<file path="src/rtl/mem_arbiter.sv">
// mem_arbiter: round-robin arbiter sharing one data-memory slave port between
// the fetch master (0) and the memory-stage master (1).
module mem_arbiter #(
  parameter int DWIDTH  = 32,
  parameter int AWIDTH  = 5,
  parameter int TIMEOUT = 15
) (
  input  logic              ma_clk,
  input  logic              ma_rst,
  input  logic              ma_i_cyc0,
  input  logic              ma_i_cyc1,
  input  logic              ma_i_stb0,
  input  logic              ma_i_stb1,
  input  logic              ma_i_we0,
  input  logic              ma_i_we1,
  input  logic [3:0]        ma_i_be0,
  input  logic [3:0]        ma_i_be1,
  input  logic [AWIDTH-1:0] ma_i_addr0,
  input  logic [AWIDTH-1:0] ma_i_addr1,
  input  logic [DWIDTH-1:0] ma_i_wdata0,
  input  logic [DWIDTH-1:0] ma_i_wdata1,
  output logic [DWIDTH-1:0] ma_o_rdata0,
  output logic [DWIDTH-1:0] ma_o_rdata1,
  output logic              ma_o_ack0,
  output logic              ma_o_ack1,
  output logic              ma_o_err0,
  output logic              ma_o_err1,
  output logic              ma_o_stall0,
  output logic              ma_o_stall1,
  output logic              ma_o_cyc,
  output logic              ma_o_stb,
  output logic              ma_o_we,
  output logic [3:0]        ma_o_be,
  output logic [AWIDTH-1:0] ma_o_load_addr,
  output logic [AWIDTH-1:0] ma_o_store_addr,
  output logic [DWIDTH-1:0] ma_o_store_data,
  input  logic [DWIDTH-1:0] ma_i_load_data,
  input  logic              ma_i_ack,
  input  logic              ma_i_stall,
  output logic [1:0]        ma_o_grant
);
  localparam int CW = (TIMEOUT > 1) ? $clog2(TIMEOUT + 1) : 1;
  localparam logic [CW-1:0] TLIM = CW'((TIMEOUT > 0) ? TIMEOUT - 1 : 0);
  typedef enum logic [1:0] {IDLE, BUSY0, BUSY1} state_t;
  state_t            r_state;
  logic              r_last, r_err0, r_err1;
  logic [CW-1:0]     r_cnt;
  logic              w_req0, w_req1, w_own0, w_own1, w_busy;
  logic              w_mcyc, w_mstb, w_mwe, w_tout, w_done, w_terr;
  logic [3:0]        w_mbe;
  logic [AWIDTH-1:0] w_maddr;
  logic [DWIDTH-1:0] w_mwdata;
  assign w_req0   = ma_i_cyc0 & ma_i_stb0;
  assign w_req1   = ma_i_cyc1 & ma_i_stb1;
  assign w_own0   = r_state == BUSY0;
  assign w_own1   = r_state == BUSY1;
  assign w_busy   = w_own0 | w_own1;
  assign w_mcyc   = w_own1 ? ma_i_cyc1   : ma_i_cyc0;
  assign w_mstb   = w_own1 ? ma_i_stb1   : ma_i_stb0;
  assign w_mwe    = w_own1 ? ma_i_we1    : ma_i_we0;
  assign w_mbe    = w_own1 ? ma_i_be1    : ma_i_be0;
  assign w_maddr  = w_own1 ? ma_i_addr1  : ma_i_addr0;
  assign w_mwdata = w_own1 ? ma_i_wdata1 : ma_i_wdata0;
  assign w_tout   = (TIMEOUT != 0) && (r_cnt == TLIM);
  // ack beats abort beats timeout; only an un-acked, un-aborted expiry errors
  assign w_done   = ma_i_ack | ~w_mcyc | w_tout;
  assign w_terr   = ~ma_i_ack & w_mcyc & w_tout;
  assign ma_o_cyc        = w_busy & w_mcyc;
  assign ma_o_stb        = w_busy & w_mcyc & w_mstb;
  assign ma_o_we         = w_busy & w_mwe;
  assign ma_o_be         = w_busy ? w_mbe : '0;
  assign ma_o_load_addr  = (w_busy & ~w_mwe) ? w_maddr : '0;
  assign ma_o_store_addr = (w_busy & w_mwe) ? w_maddr : '0;
  assign ma_o_store_data = w_busy ? w_mwdata : '0;
  assign ma_o_rdata0     = ma_i_load_data;
  assign ma_o_rdata1     = ma_i_load_data;
  assign ma_o_ack0       = w_own0 & ma_i_ack;
  assign ma_o_ack1       = w_own1 & ma_i_ack;
  assign ma_o_stall0     = w_own0 ? (ma_i_stall & ~ma_i_ack) : w_req0;
  assign ma_o_stall1     = w_own1 ? (ma_i_stall & ~ma_i_ack) : w_req1;
  assign ma_o_err0       = r_err0;
  assign ma_o_err1       = r_err1;
  assign ma_o_grant      = {w_own1, w_own0};
  always_ff @(posedge ma_clk or negedge ma_rst)
    if (!ma_rst) begin
      r_state <= IDLE;
      r_last  <= 1'b1;
      r_cnt   <= '0;
      r_err0  <= 1'b0;
      r_err1  <= 1'b0;
    end else begin
      r_err0 <= w_own0 & w_terr;
      r_err1 <= w_own1 & w_terr;
      if (!w_busy) begin
        r_cnt <= '0;
        if (w_req0 && (!w_req1 || r_last)) r_state <= BUSY0;
        else if (w_req1) r_state <= BUSY1;
      end else if (w_done) begin
        r_state <= IDLE;
        r_last  <= w_own1;
        r_cnt   <= '0;
      end else if (r_cnt != '1) r_cnt <= r_cnt + 1'b1;
    end
endmodule
</file>
<file path="config.mk">
export PLATFORM = sky130hd
export DESIGN_NAME = mem_arbiter
export DESIGN_NICKNAME = d
export VERILOG_FILES = /design/src/rtl/mem_arbiter.sv
export SDC_FILE = /design/constraint.sdc
export NUM_CORES = 1
export LEC_CHECK = 0
export ABC_AREA = 1
export BUFFER_PORTS_ARGS = -buffer_cell sky130_fd_sc_hd__buf_2
export CELL_PAD_IN_SITES_DETAIL_PLACEMENT = 0
export CELL_PAD_IN_SITES_GLOBAL_PLACEMENT = 1
export CORE_UTILIZATION = 18
export CTS_CLUSTER_SIZE = 12
export DETAILED_ROUTE_END_ITERATION = 6
export PLACE_DENSITY_LB_ADDON = 0.1
export SLEW_MARGIN = 0
export SYNTH_ARGS = -nofsm -noshare
export SYNTH_HDL_FRONTEND = slang
export SYNTH_SLANG_ARGS = --single-unit
</file>
<file path="constraint.sdc">
create_clock -name ma_clk -period 1.7 [get_ports ma_clk]
set_clock_uncertainty 0.15 [all_clocks]
set_input_delay 0.085 -clock ma_clk [delete_from_list [all_inputs] [get_ports ma_clk]]
set_output_delay 0.085 -clock ma_clk [all_outputs]
set_load 0.03 [all_outputs]
</file>
==> results of run 1 <==
## what timing repair did
item,CTS,global route
cloned,1,1
setup buffers,3,5
hold endpoints to repair,9,0
pin swaps,10,6
resized for setup,95,62
endpoints found under the setup margin,51,56
hold buffers,1,0
## through the flow
stage          total power, mW  setup TNS [ns]  std cells
4_1_cts                   4.92           -2.39        503
3_5_place_dp              3.93               0        494
2_1_floorplan             3.07          -0.531        283
5_1_grt                   5.67           -6.74        509
3_3_place_gp              3.95               0        494
6_report                  5.30           -2.60        509
## critical path: stages, from the launching register on
cell and delay, ns:
dfrtp_1 0.38, inv_2 0.08, ha_4 0.21, buf_6 0.17, mux2i_2 0.32, nor2_4 0.07
buf_6 0.14
## final cells by class
class                   count  area, µm²  area share (%)
well taps                 129        161            5.58
multi-input cells         181       1130            39.2
flip-flops and latches      9        226            7.84
clock buffers               4       45.0            1.56
repair buffers            172       1260            43.5
inverters                  14       67.6            2.34
## sequential cells by signal (all words and copies together), names as in the netlist
register and cells:
ma_o_err1 1, ma_o_err0 1, r_last 1, r_state 2, r_cnt 4
## power by group through the flow
stage | Combinational (mW) | Sequential (mW) | Clock [mW]
after global placement | 3.68 | 0.277 | 0
after floorplan | 2.80 | 0.272 | 0
final | 4.77 | 0.277 | 0.247
after CTS | 4.39 | 0.276 | 0.258
after global routing | 5.12 | 0.279 | 0.271
after detailed placement | 3.65 | 0.276 | 0
## cells in the mapped netlist, drive strengths merged
cell | number | share of area (%)
buf | 74 | 32
dfrtp | 8 | 12
nand3 | 7 | 2.0
a21oi | 2 | 0.58
nand3b | 1 | 0.43
nor2 | 95 | 21
ha | 4 | 2.9
nand4 | 2 | 1.1
or2 | 1 | 0.50
mux2i | 5 | 2.9
a211oi | 1 | 0.43
clkbuf | 5 | 1.1
xor2 | 1 | 0.50
dfstp | 1 | 1.5
inv | 14 | 3.2
o21ai | 42 | 13
nand2 | 20 | 5.0
## per-layer routing
| metal | track usage (%) | up-vias |
|---|---|---|
| met3 | 2.44 | 20 |
| li1 | - | 1028 |
| met1 | 12.4 | 915 |
| met2 | 24.1 | 81 |
| met4 | 3.79 | 0 |
| met5 | 0 | - |
## cells by family after synthesis
kind of cell	synth area share [%]
simple gates	30.4
buf+inv	36.4
compound gates	13.9
flops	13.0
mux	2.88
fa+ha+maj	2.88
xor+xnor	0.503
## how the worst min path moves through the flow
stage                                      to  cells past startpoint  slack (ns)                from
after floorplan           ma_o_err0$_DFF_PN0_                      0       -0.36              ma_rst
after global placement    ma_o_err0$_DFF_PN0_                      1       -0.19              ma_rst
after detailed placement  ma_o_err0$_DFF_PN0_                      1       -0.19              ma_rst
after CTS                      ma_o_rdata0[0]                      0        0.02   ma_i_load_data[0]
after global routing          ma_o_rdata0[30]                      0        0.02  ma_i_load_data[30]
final                          ma_o_rdata0[4]                      0        0.02   ma_i_load_data[4]
==> summary.txt, run 1 <==
status: finished, violations left
violated checks: setup timing
first-pass GRT wire length: 9660 µm
Iter 0 DRT Violations: 29
CP arrival: 1.60 ns
insertion delay to the later sink of the worst-skew pair: 0.23 ns
final hold vios: 0
worst-path maximum fanout: 8
Post-Route M1 WL: 2440 µm
min-delay worst type: input pin to output port
# fillers: 1067
RSZ-0062 raised after global routing: true
share of cells above drive strength 1: 67.4%
ANT nets after route: 0
GRT Overall Usage: 12.1%
final worst slack: -0.135 ns
f_max: 545 MHz
sequential area share after synthesis: 13.0%
vias in the first global route: 2063
CP Capture Type: output port
Max Cap Viol: 0
Flop pwr share: 5.2%
WS Path Type: flop to output port
Final #Nets: 509
clock root buffer: clkbuf_8
P_sw: 2.89 mW
Vias: 2044
Max-Slew Margin vs Limit: 80.5%
Clock Sinks: 9
num rows: 35
FF+latch count, synth: 9
post-placement cell area: 0.00231 mm²
CTS clock-pin slew for the worst setup and hold paths: 0.05 ns
WL met3: 463 µm
# IOs: 245
via/cell ratio: 4.02
VDD IR max: 0.892 mV
worst-margin pin slew: 0.287 ns
startpoint types: flop
Synth Net Count: 411
Die Height: 100 µm
combinational share of power: 90.1%
post-route design area: 0.00289 mm²
Critical R2R Launch: r_state[1]$_DFFE_PN0P_
DR pass1 iterations: 3
final core occ: 31.1%
top layer in use: met4
Syn Area/Cell: 6.15 µm²
Setup WS pre-CTS: 0.00790 ns
Req. time, crit path: 1.46 ns
Clock power frac: 4.7%
minimum clock period: 1.83 ns
final setup violation count: 46
Max clock buf depth: 2
Die W: 100 µm
leak pwr: 1.45 nW
die area: 0.0101 mm²
commonest non-fill, non-tap cells in the layout: buf_2 (101), nor2_1 (48), nor2_2 (42), buf_6 (32), buf_4 (30)
GRT overflow: 0
H-tree levels: 1
drt wl/cell: 12.7 µm
Area growth syn-to-layout: 66.1%
TritonCTS clock tree: done
Worst Setup SP: r_state[0]$_DFFE_PN0P_
Hold Slack: 0.0200 ns
core area: 0.00928 mm²
total wire length: 6450 µm
commonest non-fill, non-tap cell in the layout: buf_2
post-synth cell types: 28
# diodes: 0
Cell Area, Synth: 0.00174 mm²
R2R Setup Slk: 0.06 ns
met2 WL post-DR: 3430 µm
antenna violations before repair: 0
TritonCTS buffer count: 3
max-slew violation count: 0
Initial Util: 18.7%
Power per Cell Area: 1830 mW/mm²
part of the cycle the worst path needs: 108%
IO buf count: 148
Sw Ratio: 54.5%
synth warn: 0
Syn Inst Count: 283
largest net degree at the start of global routing: 20
crit path to: ma_o_store_addr[1]
Register-to-Register Path Depth: 8
worst r2r dst: r_state[0]$_DFFE_PN0P_
drc violations: 0
Final Wtd Congestion: 0.738
DPL Wire Length: 4780 µm
Int Power: 2.41 mW
Power figures use the tool's default switching activity.
==> run 2, diff against run 1 <==
SKIP_CTS_REPAIR_TIMING = 1   (was not set)
==> summary.txt, run 2 (same netlist as run 1, synthesis figures left out) <==
CP Capture Type: output port
Final Wtd Congestion: 0.738 (unchanged)
share of cells above drive strength 1: 64.6% (-2.7 points)
CP arrival: 1.62 ns (+0.02 ns)
via/cell ratio: 3.98 (-0.78%)
max-slew violation count: 0 (unchanged)
Die W: 100 µm (unchanged)
insertion delay to the later sink of the worst-skew pair: 0.23 ns (about the same)
TritonCTS buffer count: 3 (unchanged)
Iter 0 DRT Violations: 18 (-38%)
RSZ-0062 raised after global routing: true
Vias: 2024 (-0.98%)
H-tree levels: 1 (unchanged)
final setup violation count: 45 (-2.2%)
drt wl/cell: 12.7 µm (+0.59%)
violated checks: setup timing
# fillers: 1064 (-0.28%)
Most flops, register: r_cnt
# IOs: 245 (unchanged)
VDD IR max: 0.678 mV (-24%)
max reg flops: 4 (unchanged)
final worst slack: -0.151 ns (-0.0162 ns)
Area growth syn-to-layout: 60.7%
Final #Nets: 508 (-0.20%)
commonest non-fill, non-tap cell in the layout: buf_2
Power per Cell Area: 1830 mW/mm² (-0.16%)
final hold vios: 0 (unchanged)
die area: 0.0101 mm² (unchanged)
largest net degree at the start of global routing: 39 (+95%)
startpoint types: flop
Design Power: 5.12 mW (-3.4%)
IO buf count: 148 (unchanged)
Initial Util: 18.7% (unchanged)
Req. time, crit path: 1.46 ns (about the same)
# diodes: 0 (unchanged)
core area: 0.00928 mm² (unchanged)
drc violations: 0 (unchanged)
DR pass1 iterations: 4 (+1)
CP max stage cell: dfrtp_1
worst-path maximum fanout: 8 (unchanged)
critical path, cell by cell: ha_4 > or2_4 > o21ai_4 > nor2_4 > inv_4 > nor2_2 > clkbuf_4
CTS clock-pin slew for the worst setup and hold paths: 0.05 ns (about the same)
GRT overflow: 0 (unchanged)
worst-margin pin slew: 0.288 ns (+0.00104 ns)
leak pwr: 1.43 nW (-1.4%)
min-delay worst type: input pin to output port
Worst path max stage delay: 0.42 ns (+0.04 ns)
total wire length: 6480 µm (+0.39%)
commonest non-fill, non-tap cells in the layout: buf_2 (111), nor2_1 (48), nor2_2 (43), buf_6 (24), o21ai_0 (23)
GRT Overall Usage: 11.0% (-1.1 points)
Max Cap Viol: 0 (unchanged)
final core occ: 30.1% (-1.0 points)
f_max: 540 MHz (-0.88%)
status: finished, violations left
Clock Sinks: 9 (unchanged)
WS Path Type: flop to output port
clock root buffer: clkbuf_8
Max clock buf depth: 2 (unchanged)
num rows: 35 (unchanged)
minimum clock period: 1.85 ns (+0.0162 ns)
antenna violations before repair: 0 (unchanged)
part of the cycle the worst path needs: 109% (+0.95 points)
Die Height: 100 µm (unchanged)
TritonCTS clock tree: done
ANT nets after route: 0 (unchanged)
first-pass GRT wire length: 8890 µm (-8.0%)
vias in the first global route: 1935 (-6.2%)
DPL Wire Length: 4780 µm (unchanged)
top flop regs: r_cnt x4, r_state x2
Max-Slew Margin vs Limit: 80.4% (about the same)
## run 2: cell types whose count changed in the layout (fill, tap and decap cells not counted), sizes merged
| cell | delta |
|---|---|
| buf | -11 |
| clkbuf | +10 |
| clkinv | +1 |
| inv | -1 |
## run 2: critical path: cells and delay by family (launching register included)
family | cells | cell delay [ns]
AOI/OAI and AO/OA | 1 | 0.09
adders and majority gates | 1 | 0.23
buffers and inverters | 2 | 0.29
DFF | 1 | 0.42
and+or+nand+nor | 3 | 0.35
## run 2: layout make-up
| class | instances | area [µm²] | share of cell area [%] |
|---|---|---|---|
| inverters | 14 | 72.6 | 2.60 |
| clock buffers | 4 | 45.0 | 1.61 |
| repair buffers | 171 | 1210 | 43.3 |
| flip-flops and latches | 9 | 226 | 8.10 |
| multi-input cells | 181 | 1080 | 38.6 |
| well taps | 129 | 161 | 5.77 |
## run 2: routing by layer
layer / global-route usage (%) / wire, µm / share of wire, %
met2: 22.0 / 3400 / 53
met5: 0 / 0 / 0
met3: 2.44 / 499 / 7.7
met1: 11.1 / 2460 / 38
met4: 3.79 / 114 / 1.8
## run 2: stage by stage
stage                     hold slack (ns)  setup slack, ns  TNS (ns)  std cells  instance area (µm²)
final                              0.0200           -0.151     -2.76        508                 2800
after global routing               0.0201           -0.234     -6.73        508                 2800
after CTS                          -0.439           -0.248     -9.12        498                 2360
after detailed placement           -0.191          0.00790         0        494                 2310
after global placement             -0.189           0.0458         0        494                 2310
after floorplan                    -0.361           -0.117    -0.531        283                 1860
## run 2: worst paths after layout
path	end	slack [ns]	cells past startpoint	from
worst max-delay path	ma_o_store_addr[3]	-0.15	7	r_state[1]$_DFFE_PN0P_
worst min-delay path	ma_o_rdata0[4]	0.02	0	ma_i_load_data[4]
worst max register to register	r_state[0]$_DFFE_PN0P_	0.05	8	r_state[1]$_DFFE_PN0P_
worst min register to register	r_last$_DFFE_PN1P_	0.32	2	r_last$_DFFE_PN1P_
max in group asynchronous	r_last$_DFFE_PN1P_	1.06	2	ma_rst
min in group asynchronous	r_cnt[0]$_DFFE_PN0P_	0.09	2	ma_rst
## run 2: report_power, final
| group | internal (mW) | leakage, nW | switching (mW) |
|---|---|---|---|
| registers | 0.251 | 0.120 | 0.0280 |
| logic | 1.88 | 1.28 | 2.71 |
| clock network | 0.163 | 0.0228 | 0.0837 |
